## src/rtl/picorv32_pcpi_initiator_if.sv

```systemverilog
// Command, PCPI and response channels of the PCPI initiator.
// master: the initiator. slave: the environment, i.e. the command source,
// the PCPI responder and the response consumer.
interface picorv32_pcpi_initiator_if #(
    parameter int unsigned LAT_W = 16
);
    // Command channel
    logic             cmd_valid;
    logic             cmd_ready;
    logic [31:0]      cmd_insn;
    logic [31:0]      cmd_rs1;
    logic [31:0]      cmd_rs2;
    // PCPI channel
    logic             pcpi_valid;
    logic [31:0]      pcpi_insn;
    logic [31:0]      pcpi_rs1;
    logic [31:0]      pcpi_rs2;
    logic             pcpi_wr;
    logic [31:0]      pcpi_rd;
    logic             pcpi_wait;
    logic             pcpi_ready;
    // Response channel
    logic             rsp_valid;
    logic             rsp_ready;
    logic [31:0]      rsp_rd;
    logic             rsp_wr;
    logic             rsp_err;
    logic [LAT_W-1:0] rsp_cycles;

    modport master (
        input  cmd_valid, cmd_insn, cmd_rs1, cmd_rs2,
        input  pcpi_wr, pcpi_rd, pcpi_wait, pcpi_ready,
        input  rsp_ready,
        output cmd_ready,
        output pcpi_valid, pcpi_insn, pcpi_rs1, pcpi_rs2,
        output rsp_valid, rsp_rd, rsp_wr, rsp_err, rsp_cycles
    );

    modport slave (
        output cmd_valid, cmd_insn, cmd_rs1, cmd_rs2,
        output pcpi_wr, pcpi_rd, pcpi_wait, pcpi_ready,
        output rsp_ready,
        input  cmd_ready,
        input  pcpi_valid, pcpi_insn, pcpi_rs1, pcpi_rs2,
        input  rsp_valid, rsp_rd, rsp_wr, rsp_err, rsp_cycles
    );
endinterface

```

## src/rtl/picorv32_pcpi_initiator.sv

```systemverilog
// PCPI initiator: takes one command, issues it as a PCPI request, waits for the
// responder (or times out if nobody claims it) and holds the result until it is
// consumed. All outputs come straight from flops.
module picorv32_pcpi_initiator #(
    parameter int unsigned TIMEOUT_CYCLES = 16,
    parameter int unsigned LAT_W          = 16
) (
    input logic                         clk,
    input logic                         resetn,
    picorv32_pcpi_initiator_if.master   bus
);
    typedef enum logic [1:0] {StIdle, StReq, StResp} state_e;

    // Last unclaimed cycle before giving up
    localparam logic [7:0] TmoLast = 8'(TIMEOUT_CYCLES - 1);

    state_e           state_q, state_d;
    logic             cmd_ready_q, cmd_ready_d;
    logic             pcpi_valid_q, pcpi_valid_d;
    logic [31:0]      pcpi_insn_q, pcpi_insn_d;
    logic [31:0]      pcpi_rs1_q, pcpi_rs1_d;
    logic [31:0]      pcpi_rs2_q, pcpi_rs2_d;
    logic             rsp_valid_q, rsp_valid_d;
    logic [31:0]      rsp_rd_q, rsp_rd_d;
    logic             rsp_wr_q, rsp_wr_d;
    logic             rsp_err_q, rsp_err_d;
    logic [LAT_W-1:0] cycles_q, cycles_d;
    logic [7:0]       tmo_q, tmo_d;

    // Next-state and next-output logic; every register holds by default
    always_comb begin
        state_d      = state_q;
        cmd_ready_d  = cmd_ready_q;
        pcpi_valid_d = pcpi_valid_q;
        pcpi_insn_d  = pcpi_insn_q;
        pcpi_rs1_d   = pcpi_rs1_q;
        pcpi_rs2_d   = pcpi_rs2_q;
        rsp_valid_d  = rsp_valid_q;
        rsp_rd_d     = rsp_rd_q;
        rsp_wr_d     = rsp_wr_q;
        rsp_err_d    = rsp_err_q;
        cycles_d     = cycles_q;
        tmo_d        = tmo_q;

        unique case (state_q)
            StIdle: begin
                if (bus.cmd_valid) begin
                    pcpi_insn_d  = bus.cmd_insn;
                    pcpi_rs1_d   = bus.cmd_rs1;
                    pcpi_rs2_d   = bus.cmd_rs2;
                    pcpi_valid_d = 1'b1;
                    cmd_ready_d  = 1'b0;
                    cycles_d     = '0;
                    tmo_d        = '0;
                    state_d      = StReq;
                end
            end
            StReq: begin
                // Latency counts every request cycle, including the exit cycle
                if (cycles_q != {LAT_W{1'b1}}) begin
                    cycles_d = cycles_q + LAT_W'(1);
                end
                tmo_d = bus.pcpi_wait ? 8'd0 : tmo_q + 8'd1;
                // Completion beats a simultaneous timeout
                if (bus.pcpi_ready) begin
                    rsp_rd_d     = bus.pcpi_rd;
                    rsp_wr_d     = bus.pcpi_wr;
                    rsp_err_d    = 1'b0;
                    pcpi_valid_d = 1'b0;
                    rsp_valid_d  = 1'b1;
                    state_d      = StResp;
                end else if (!bus.pcpi_wait && tmo_q == TmoLast) begin
                    rsp_rd_d     = '0;
                    rsp_wr_d     = 1'b0;
                    rsp_err_d    = 1'b1;
                    pcpi_valid_d = 1'b0;
                    rsp_valid_d  = 1'b1;
                    state_d      = StResp;
                end
            end
            StResp: begin
                // Always pass through IDLE so requests are separated by two idle cycles
                if (bus.rsp_ready) begin
                    rsp_valid_d = 1'b0;
                    cmd_ready_d = 1'b1;
                    state_d     = StIdle;
                end
            end
            default: begin
                state_d     = StIdle;
                cmd_ready_d = 1'b1;
            end
        endcase
    end

    // State and output registers, cleared asynchronously by reset
    always_ff @(posedge clk or negedge resetn) begin
        if (!resetn) begin
            state_q      <= StIdle;
            cmd_ready_q  <= 1'b1;
            pcpi_valid_q <= 1'b0;
            pcpi_insn_q  <= '0;
            pcpi_rs1_q   <= '0;
            pcpi_rs2_q   <= '0;
            rsp_valid_q  <= 1'b0;
            rsp_rd_q     <= '0;
            rsp_wr_q     <= 1'b0;
            rsp_err_q    <= 1'b0;
            cycles_q     <= '0;
            tmo_q        <= '0;
        end else begin
            state_q      <= state_d;
            cmd_ready_q  <= cmd_ready_d;
            pcpi_valid_q <= pcpi_valid_d;
            pcpi_insn_q  <= pcpi_insn_d;
            pcpi_rs1_q   <= pcpi_rs1_d;
            pcpi_rs2_q   <= pcpi_rs2_d;
            rsp_valid_q  <= rsp_valid_d;
            rsp_rd_q     <= rsp_rd_d;
            rsp_wr_q     <= rsp_wr_d;
            rsp_err_q    <= rsp_err_d;
            cycles_q     <= cycles_d;
            tmo_q        <= tmo_d;
        end
    end

    assign bus.cmd_ready  = cmd_ready_q;
    assign bus.pcpi_valid = pcpi_valid_q;
    assign bus.pcpi_insn  = pcpi_insn_q;
    assign bus.pcpi_rs1   = pcpi_rs1_q;
    assign bus.pcpi_rs2   = pcpi_rs2_q;
    assign bus.rsp_valid  = rsp_valid_q;
    assign bus.rsp_rd     = rsp_rd_q;
    assign bus.rsp_wr     = rsp_wr_q;
    assign bus.rsp_err    = rsp_err_q;
    assign bus.rsp_cycles = cycles_q;
endmodule

```

## src/flat_wrapper.sv

```systemverilog
// flat-port wrapper written by rule: the top's interface ports become plain ports
module picorv32_pcpi_initiator_flat 
#(
    parameter int unsigned TIMEOUT_CYCLES = 16,
    parameter int unsigned LAT_W          = 16
)
  (clk, resetn, bus_cmd_valid, bus_cmd_insn, bus_cmd_rs1, bus_cmd_rs2, bus_pcpi_wr, bus_pcpi_rd, bus_pcpi_wait, bus_pcpi_ready, bus_rsp_ready, bus_cmd_ready, bus_pcpi_valid, bus_pcpi_insn, bus_pcpi_rs1, bus_pcpi_rs2, bus_rsp_valid, bus_rsp_rd, bus_rsp_wr, bus_rsp_err, bus_rsp_cycles);
  picorv32_pcpi_initiator_if #(.LAT_W(LAT_W)) bus_i ();
  input logic clk;
  input logic resetn;
  input wire logic [$bits(bus_i.cmd_valid)-1:0] bus_cmd_valid;
  input wire logic [$bits(bus_i.cmd_insn)-1:0] bus_cmd_insn;
  input wire logic [$bits(bus_i.cmd_rs1)-1:0] bus_cmd_rs1;
  input wire logic [$bits(bus_i.cmd_rs2)-1:0] bus_cmd_rs2;
  input wire logic [$bits(bus_i.pcpi_wr)-1:0] bus_pcpi_wr;
  input wire logic [$bits(bus_i.pcpi_rd)-1:0] bus_pcpi_rd;
  input wire logic [$bits(bus_i.pcpi_wait)-1:0] bus_pcpi_wait;
  input wire logic [$bits(bus_i.pcpi_ready)-1:0] bus_pcpi_ready;
  input wire logic [$bits(bus_i.rsp_ready)-1:0] bus_rsp_ready;
  output wire logic [$bits(bus_i.cmd_ready)-1:0] bus_cmd_ready;
  output wire logic [$bits(bus_i.pcpi_valid)-1:0] bus_pcpi_valid;
  output wire logic [$bits(bus_i.pcpi_insn)-1:0] bus_pcpi_insn;
  output wire logic [$bits(bus_i.pcpi_rs1)-1:0] bus_pcpi_rs1;
  output wire logic [$bits(bus_i.pcpi_rs2)-1:0] bus_pcpi_rs2;
  output wire logic [$bits(bus_i.rsp_valid)-1:0] bus_rsp_valid;
  output wire logic [$bits(bus_i.rsp_rd)-1:0] bus_rsp_rd;
  output wire logic [$bits(bus_i.rsp_wr)-1:0] bus_rsp_wr;
  output wire logic [$bits(bus_i.rsp_err)-1:0] bus_rsp_err;
  output wire logic [$bits(bus_i.rsp_cycles)-1:0] bus_rsp_cycles;
  assign bus_i.cmd_valid = bus_cmd_valid;
  assign bus_i.cmd_insn = bus_cmd_insn;
  assign bus_i.cmd_rs1 = bus_cmd_rs1;
  assign bus_i.cmd_rs2 = bus_cmd_rs2;
  assign bus_i.pcpi_wr = bus_pcpi_wr;
  assign bus_i.pcpi_rd = bus_pcpi_rd;
  assign bus_i.pcpi_wait = bus_pcpi_wait;
  assign bus_i.pcpi_ready = bus_pcpi_ready;
  assign bus_i.rsp_ready = bus_rsp_ready;
  assign bus_cmd_ready = bus_i.cmd_ready;
  assign bus_pcpi_valid = bus_i.pcpi_valid;
  assign bus_pcpi_insn = bus_i.pcpi_insn;
  assign bus_pcpi_rs1 = bus_i.pcpi_rs1;
  assign bus_pcpi_rs2 = bus_i.pcpi_rs2;
  assign bus_rsp_valid = bus_i.rsp_valid;
  assign bus_rsp_rd = bus_i.rsp_rd;
  assign bus_rsp_wr = bus_i.rsp_wr;
  assign bus_rsp_err = bus_i.rsp_err;
  assign bus_rsp_cycles = bus_i.rsp_cycles;
  picorv32_pcpi_initiator #(.TIMEOUT_CYCLES(TIMEOUT_CYCLES), .LAT_W(LAT_W)) u_core (.clk(clk), .resetn(resetn), .bus(bus_i));
endmodule
```

## config.mk

```make
export PLATFORM = sky130hd
export DESIGN_NAME = picorv32_pcpi_initiator_flat
export DESIGN_NICKNAME = d
export VERILOG_FILES = /design/src/rtl/picorv32_pcpi_initiator_if.sv /design/src/rtl/picorv32_pcpi_initiator.sv /design/src/flat_wrapper.sv
export SDC_FILE = /design/constraint.sdc
export NUM_CORES = 1
export LEC_CHECK = 0
export ABC_CLOCK_PERIOD_IN_PS = 3500
export BUFFER_PORTS_ARGS = -buffer_cell sky130_fd_sc_hd__buf_2
export CAP_MARGIN = 20
export CORE_ASPECT_RATIO = 1.4
export CORE_MARGIN = 2
export CORE_UTILIZATION = 25
export CTS_CLUSTER_DIAMETER = 150
export CTS_CLUSTER_SIZE = 12
export DETAILED_ROUTE_END_ITERATION = 10
export GPL_TIMING_DRIVEN = 0
export PLACE_DENSITY = 0.57
export SYNTH_ARGS = -nofsm -noshare
export SYNTH_HDL_FRONTEND = slang
export SYNTH_SLANG_ARGS = --single-unit
export TNS_END_PERCENT = 30
```

## constraint.sdc

```tcl
create_clock -name clk -period 3.5 [get_ports clk]
set_clock_uncertainty 0.05 [all_clocks]
set_input_delay 0.525 -clock clk [delete_from_list [all_inputs] [get_ports clk]]
set_output_delay 0.525 -clock clk [all_outputs]
set_load 0.1 [all_outputs]
```

* Word level (Yosys, flattened, before mapping) *
Index checks and enable logic that the tools add are counted.

operators by class
  bitwise logic cells = 1
  reductions and logical operators = 14
  div/mod/pow operators = 0
  equal/unequal tests = 8
  multipliers = 0
  $lt $le $gt $ge = 0
  add/subtract/negate cells = 2
  multiplexer cells = 26
  shifts and indexed selects = 0

operators with widths
  operator                 count
  $mux W32                 2
  $mux W16                 2
  $pmux W16 S2             1
  $add A16 B1 Y16 const B  1
  $mux W8                  2
  $ne A16 B16 Y1 const B   1
  $pmux W8 S2              1
  $reduce_and A3 Y1        5
  $mux W1                  10
  $add A8 B1 Y8 const B    1
  $eq A8 B4 Y1 const B     1
  $mux W2                  4
  $pmux W2 S3              1
  $reduce_and A2 Y1        3
  $reduce_bool A2 Y1       3
  $ne A2 B2 Y1 const B     2
  $pmux W1 S2              2
  $ne A3 B2 Y1 const B     1
  $pmux W1 S3              1
  $eq A2 B1 Y1 const B     1
  $eq A2 B2 Y1 const B     1
  $logic_not A2 Y1         1
  $ne A2 B1 Y1 const B     1
  $logic_and A1 B1 Y1      1
  other kinds (2)          2

storage, ports and cells
  logic and storage cells = 63
  input port bits = 135
  memory bits (writable) = 0
  memory bits (read-only) = 0
  memories = 0
  bits in latches = 0
  register bits = 159
  output and inout bits = 149

* Longest topological paths before layout *
  depth in word-level cells = 5
  gate-level depth with buffers = 7
  depth with buffers taken out = 5

* Least setup slack after synthesis *
No wires, ideal clock.

  path kind = reg2reg
  start = reg u_core.cycles_q[0] (netlist: u_core.bus.rsp_cycles[0])
  end = reg u_core.cycles_q[1] (netlist: u_core.bus.rsp_cycles[1])
  arrival = 2.507 ns
  slack = 0.815 ns
  data required time = 3.322 ns
  clock period less this slack = 2.685 ns
  stages on the path, launching flop included = 6
  path buffers = 0
  path through = dfrtp_1 > ha_1 > nand3_2 > or4_4 > o21ai_2 > mux2_1

between the ends
  cells in the longest elaborated chain, start to end = 3
  elaborated cells on any way between the ends = 6

ends and longest elaborated chain
  item                                               RTL line                                                      source
  from (decl)                                        picorv32_pcpi_initiator.sv:27                                 logic [LAT_W-1:0] cycles_q, cycles_d;
  from (signal assigned)                             picorv32_pcpi_initiator.sv:122                                cycles_q <= cycles_d;
  $add A16 B1 Y16 or $ne A16 B16 Y1 (tied branches)  picorv32_pcpi_initiator.sv:61, picorv32_pcpi_initiator.sv:60
  $mux W16 or $ne A2 B1 Y1 (tied branches)           -
  $pmux W16 S2 or $reduce_and A3 Y1 (tied branches)  -

Parallel ways exist; a longest one is shown, timed or not. The select of a mux whose other input is x is not followed.
A chain may end at the register's enable or synchronous reset.

* Worst setup path after layout *
  start = reg u_core.state_q[1]
  end = reg u_core.pcpi_insn_q[20] (netlist: u_core.bus.pcpi_insn[20])

between the ends
  cells in the longest elaborated chain, start to end = 2

ends and longest elaborated chain
  item                                RTL line                        source
  from (decl)                         picorv32_pcpi_initiator.sv:17   state_e state_q, state_d;
  from (signal assigned)              picorv32_pcpi_initiator.sv:99   state_q <= StIdle;
  from (signal assigned)              picorv32_pcpi_initiator.sv:112  state_q <= state_d;
  $logic_not A2 Y1                    picorv32_pcpi_initiator.sv:45   unique case (state_q)
  $reduce_and A2 Y1 (no source line)  -
  to (signal assigned)                picorv32_pcpi_initiator.sv:115  pcpi_insn_q <= pcpi_insn_d;
  to (decl)                           picorv32_pcpi_initiator.sv:20   logic [31:0] pcpi_insn_q, pcpi_insn_d;

Every way passes these cells.

==> key figures <==
Yosys
  – Synth Area in Compound Gates: 0.102
  – Syn. warnings: 0
  – Most used DFF post-synth: dfrtp_1
  – Synth async-reset ratio: 1.00
  – Area of the mapped netlist: 6350 µm²
  – Synth Area in Adders: 0.00394
  – EDFF count, synth: 0
  – Post-synthesis xor/xnor area fraction: 0.00138
  – Register bit total from synthesis: 159
  – Mapped Cells: 458
  – Simple-gate area share of the yosys netlist: 0.0656
  – Post-Syn Area per Cell: 13.9 µm²
  – Seq/Total Area, Yosys: 0.626
  – Post-synthesis cell type count: 48
  – Largest family of logic cells by synthesized area: multiplexers
  – Mux cell area share after synthesis: 0.175
  – Syn Nets: 595

Global route
  – Antenna violations before repair: 0
  – First-pass GRT wire length: 26500 µm
  – Largest net degree at the start of global routing: 94
  – Global route hottest layer: met2
  – Met2 Use GR: 0.214
  – Vias in the first global route: 4979
  – Total track usage: 0.127
  – Overflow after GRT: 0
  – M1 GR Usage: 0.153
  – Met3 track demand over resource: 0.0335

Critical path
  – Top cell by count, worst path: buf_2
  – Crit-path cells: clkbuf_1 > nor3b_1 > buf_2 > buf_2 > mux2_2
  – Setup crit end kind: register
  – Slowest stage delay, CP: about 370 ps
  – Worst Setup Start Kind: register
  – R2R Path Start: u_core.state_q[1]
  – Crit path DAT: ~2400 ps
  – FF-to-FF path depth: 5
  – Crit Path Class: register to register
  – Crit-path slowest cell: mux2_2
  – Max FO, Critical Path: 10
  – Register-to-register setup slack: between 1000 and 1500 ps
  – Worst path required time: 3770 ps
  – Worst r2r dst: u_core.bus.pcpi_insn[20]

Place
  – Cells after DPL: approximately 1100
  – Port Buffers: 283
  – Pre-CTS setup slack: 1240 ps
  – Placed wire-length estimate: 12300 µm
  – Routability cong.: 0.792

STA
  – Crit share post-route: 0.612
  – Worst slew margin: 0.570
  – Post-route worst setup slack: approximately 1400 ps
  – Worst slew pin tran: 642 ps
  – RSZ-0062 raised after global routing: no
  – Min Tclk post-route: about 2100 ps
  – Setup-failing EPs final: 0
  – Hold_ws: 247 ps
  – Slew Viols, Final: 0
  – Final Hold Viols: 0
  – F_max: 0.467 GHz

Detailed routing
  – Vias per inst: ~4.5
  – DRT iter0 DRCs: around 150
  – WL final: ~17000 µm
  – Vias: 4961
  – DRC: 0
  – Routed WL per cell: 15.6 µm
  – Post-route ant nets: 0
  – DR pass1 iterations: 4

Layout
  – ANT cells: 0
  – Share of cells above drive strength 1: 0.569
  – Finished Layout Cells: around 1100
  – Synthesis-to-finish area growth: 38.0%
  – Final nets: roughly 900

Clocking
  – CTS clock-pin slew for the worst setup and hold paths: 60 ps
  – Clock tree sinks: approximately 160
  – CTS tree: yes
  – Setup Buffers After CTS: 0
  – Clk buf depth: 2
  – Clock Latency Late Sink: 440 ps
  – H-tree depth: 4
  – CTS Buf Count: 17
  – Root Buffer Master: clkbuf_16

Floorplan
  – CORE AREA: 25200 µm²
  – Cell row count: 69
  – Initial Util: 0.252
  – Die Ht: a little under 200 µm
  – Die area: 26700 µm²
  – Die W: 139 µm
  – Io pins: 284

Job
  – MaxCap Viol Count: 0

Worst hold path
  – Min-delay src: bus_rsp_ready
  – Worst hold path cell count: 2
  – Worst min path class: input pin to register
  – WHS Endpoint: u_core.state_q[1]

Outcome
  – Outcome: finished clean
[how the worst max path moves through the flow]
stage	start	to	slack [ps]	cells past startpoint
2_1_floorplan	u_core.bus.rsp_cycles[0]	u_core.bus.rsp_cycles[1]	820	5
3_5_place_dp	bus_cmd_valid	u_core.bus.pcpi_rs1[24]	1240	5
4_1_cts	u_core.state_q[1]	u_core.bus.pcpi_rs1[24]	1310	5
3_3_place_gp	resetn	u_core.bus.pcpi_rs2[11]	-720	1
6_report	u_core.state_q[1]	u_core.bus.pcpi_insn[20]	1360	5
5_1_grt	u_core.state_q[1]	u_core.bus.rsp_rd[29]	1160	6
[routing by layer]
layer | routed length [µm] | up-vias | share of wire
met1 | 7020 | 2434 | 0.41
li1 | - | 2310 | -
met4 | 350 | 0 | 0.021
met2 | 8670 | 194 | 0.51
met3 | 1030 | 23 | 0.060
met5 | 0 | - | 0
[worst max-delay path: cells and delay by family, from the launching register on]
family | cells | cell delay, ps
buf+inv | 3 | 880
mux | 1 | 370
flops | 1 | 360
simple gates | 1 | 350
[placed cells by master (no fill, tap or decap), types with 9 or more instances in the layout]
| cell type | n |
|---|---|
| nand2_1 | 14 |
| dfrtp_1 | 158 |
| mux2_2 | 96 |
| nor2_1 | 11 |
| o21ai_0 | 15 |
| a31oi_1 | 9 |
| nand4_1 | 10 |
| buf_2 | 302 |
| a22o_1 | 34 |
| clkbuf_16 | 17 |
[synthesized netlist by cell type, types with 3 or more instances]
cell	instances	area [µm²]
dfrtp_1	158	3950
mux2_2	96	1080
a22o_1	34	298
buf_2	20	100
o21ai_0	15	75.1
nand2_1	14	52.6
nor2_1	11	41.3
nand4_1	10	62.6
a31oi_1	9	56.3
a21oi_1	8	40.0
nand3_1	8	40.0
clkbuf_1	7	26.3
inv_1	7	26.3
and3_1	6	37.5
o211ai_1	5	37.5
nor2b_1	3	18.8
nor3_1	3	15.0
[timing repair]
action                                 in CTS  in global routing
endpoints found under the hold margin      20                  0
gates resized for setup                     0                  0
hold buffers                                1                  0
[flip-flops by register name, indices dropped and copies added (netlist names)]
name and cells:
u_core.bus.pcpi_rs2 32, u_core.bus.rsp_err 1, u_core.bus.rsp_valid 1, u_core.bus.rsp_rd 32
u_core.bus.pcpi_insn 32, u_core.bus.pcpi_valid 1, u_core.bus.cmd_ready 1, u_core.bus.rsp_cycles 16
u_core.tmo_q 8, u_core.bus.pcpi_rs1 32, u_core.state_q 2, u_core.bus.rsp_wr 1
[area by class of cell]
cell class | instances | area [µm²]
fill | 2581 | 16400
clock inverter | 13 | 101
sequential | 159 | 3980
buffer | 29 | 139
clock buffer | 19 | 453
timing repair buffer | 285 | 1460
tap | 319 | 399
multi-input combinational | 263 | 2210
inverter | 7 | 26.3
[logic make-up after synthesis]
family,Yosys count
XOR/XNOR,1
buffers and inverters,36
adder cells (fa/ha/maj),2
AO/OA/AOI/OAI,87
AND/OR/NAND/NOR,74
flip-flops,159
multiplexers,99
[per-stage QoR]
stage                     TNS (ps)  area [µm²]  utilization
after detailed placement         0        8210        0.326
after global routing             0        8770        0.348
final                            0        8770        0.348
after floorplan                  0        6350            -
after CTS                        0        8770        0.348
after global placement     -112140        8170        0.324
Power is not shown: default switching activity piles up to over one toggle a cycle in this logic, so the estimate is an artifact.
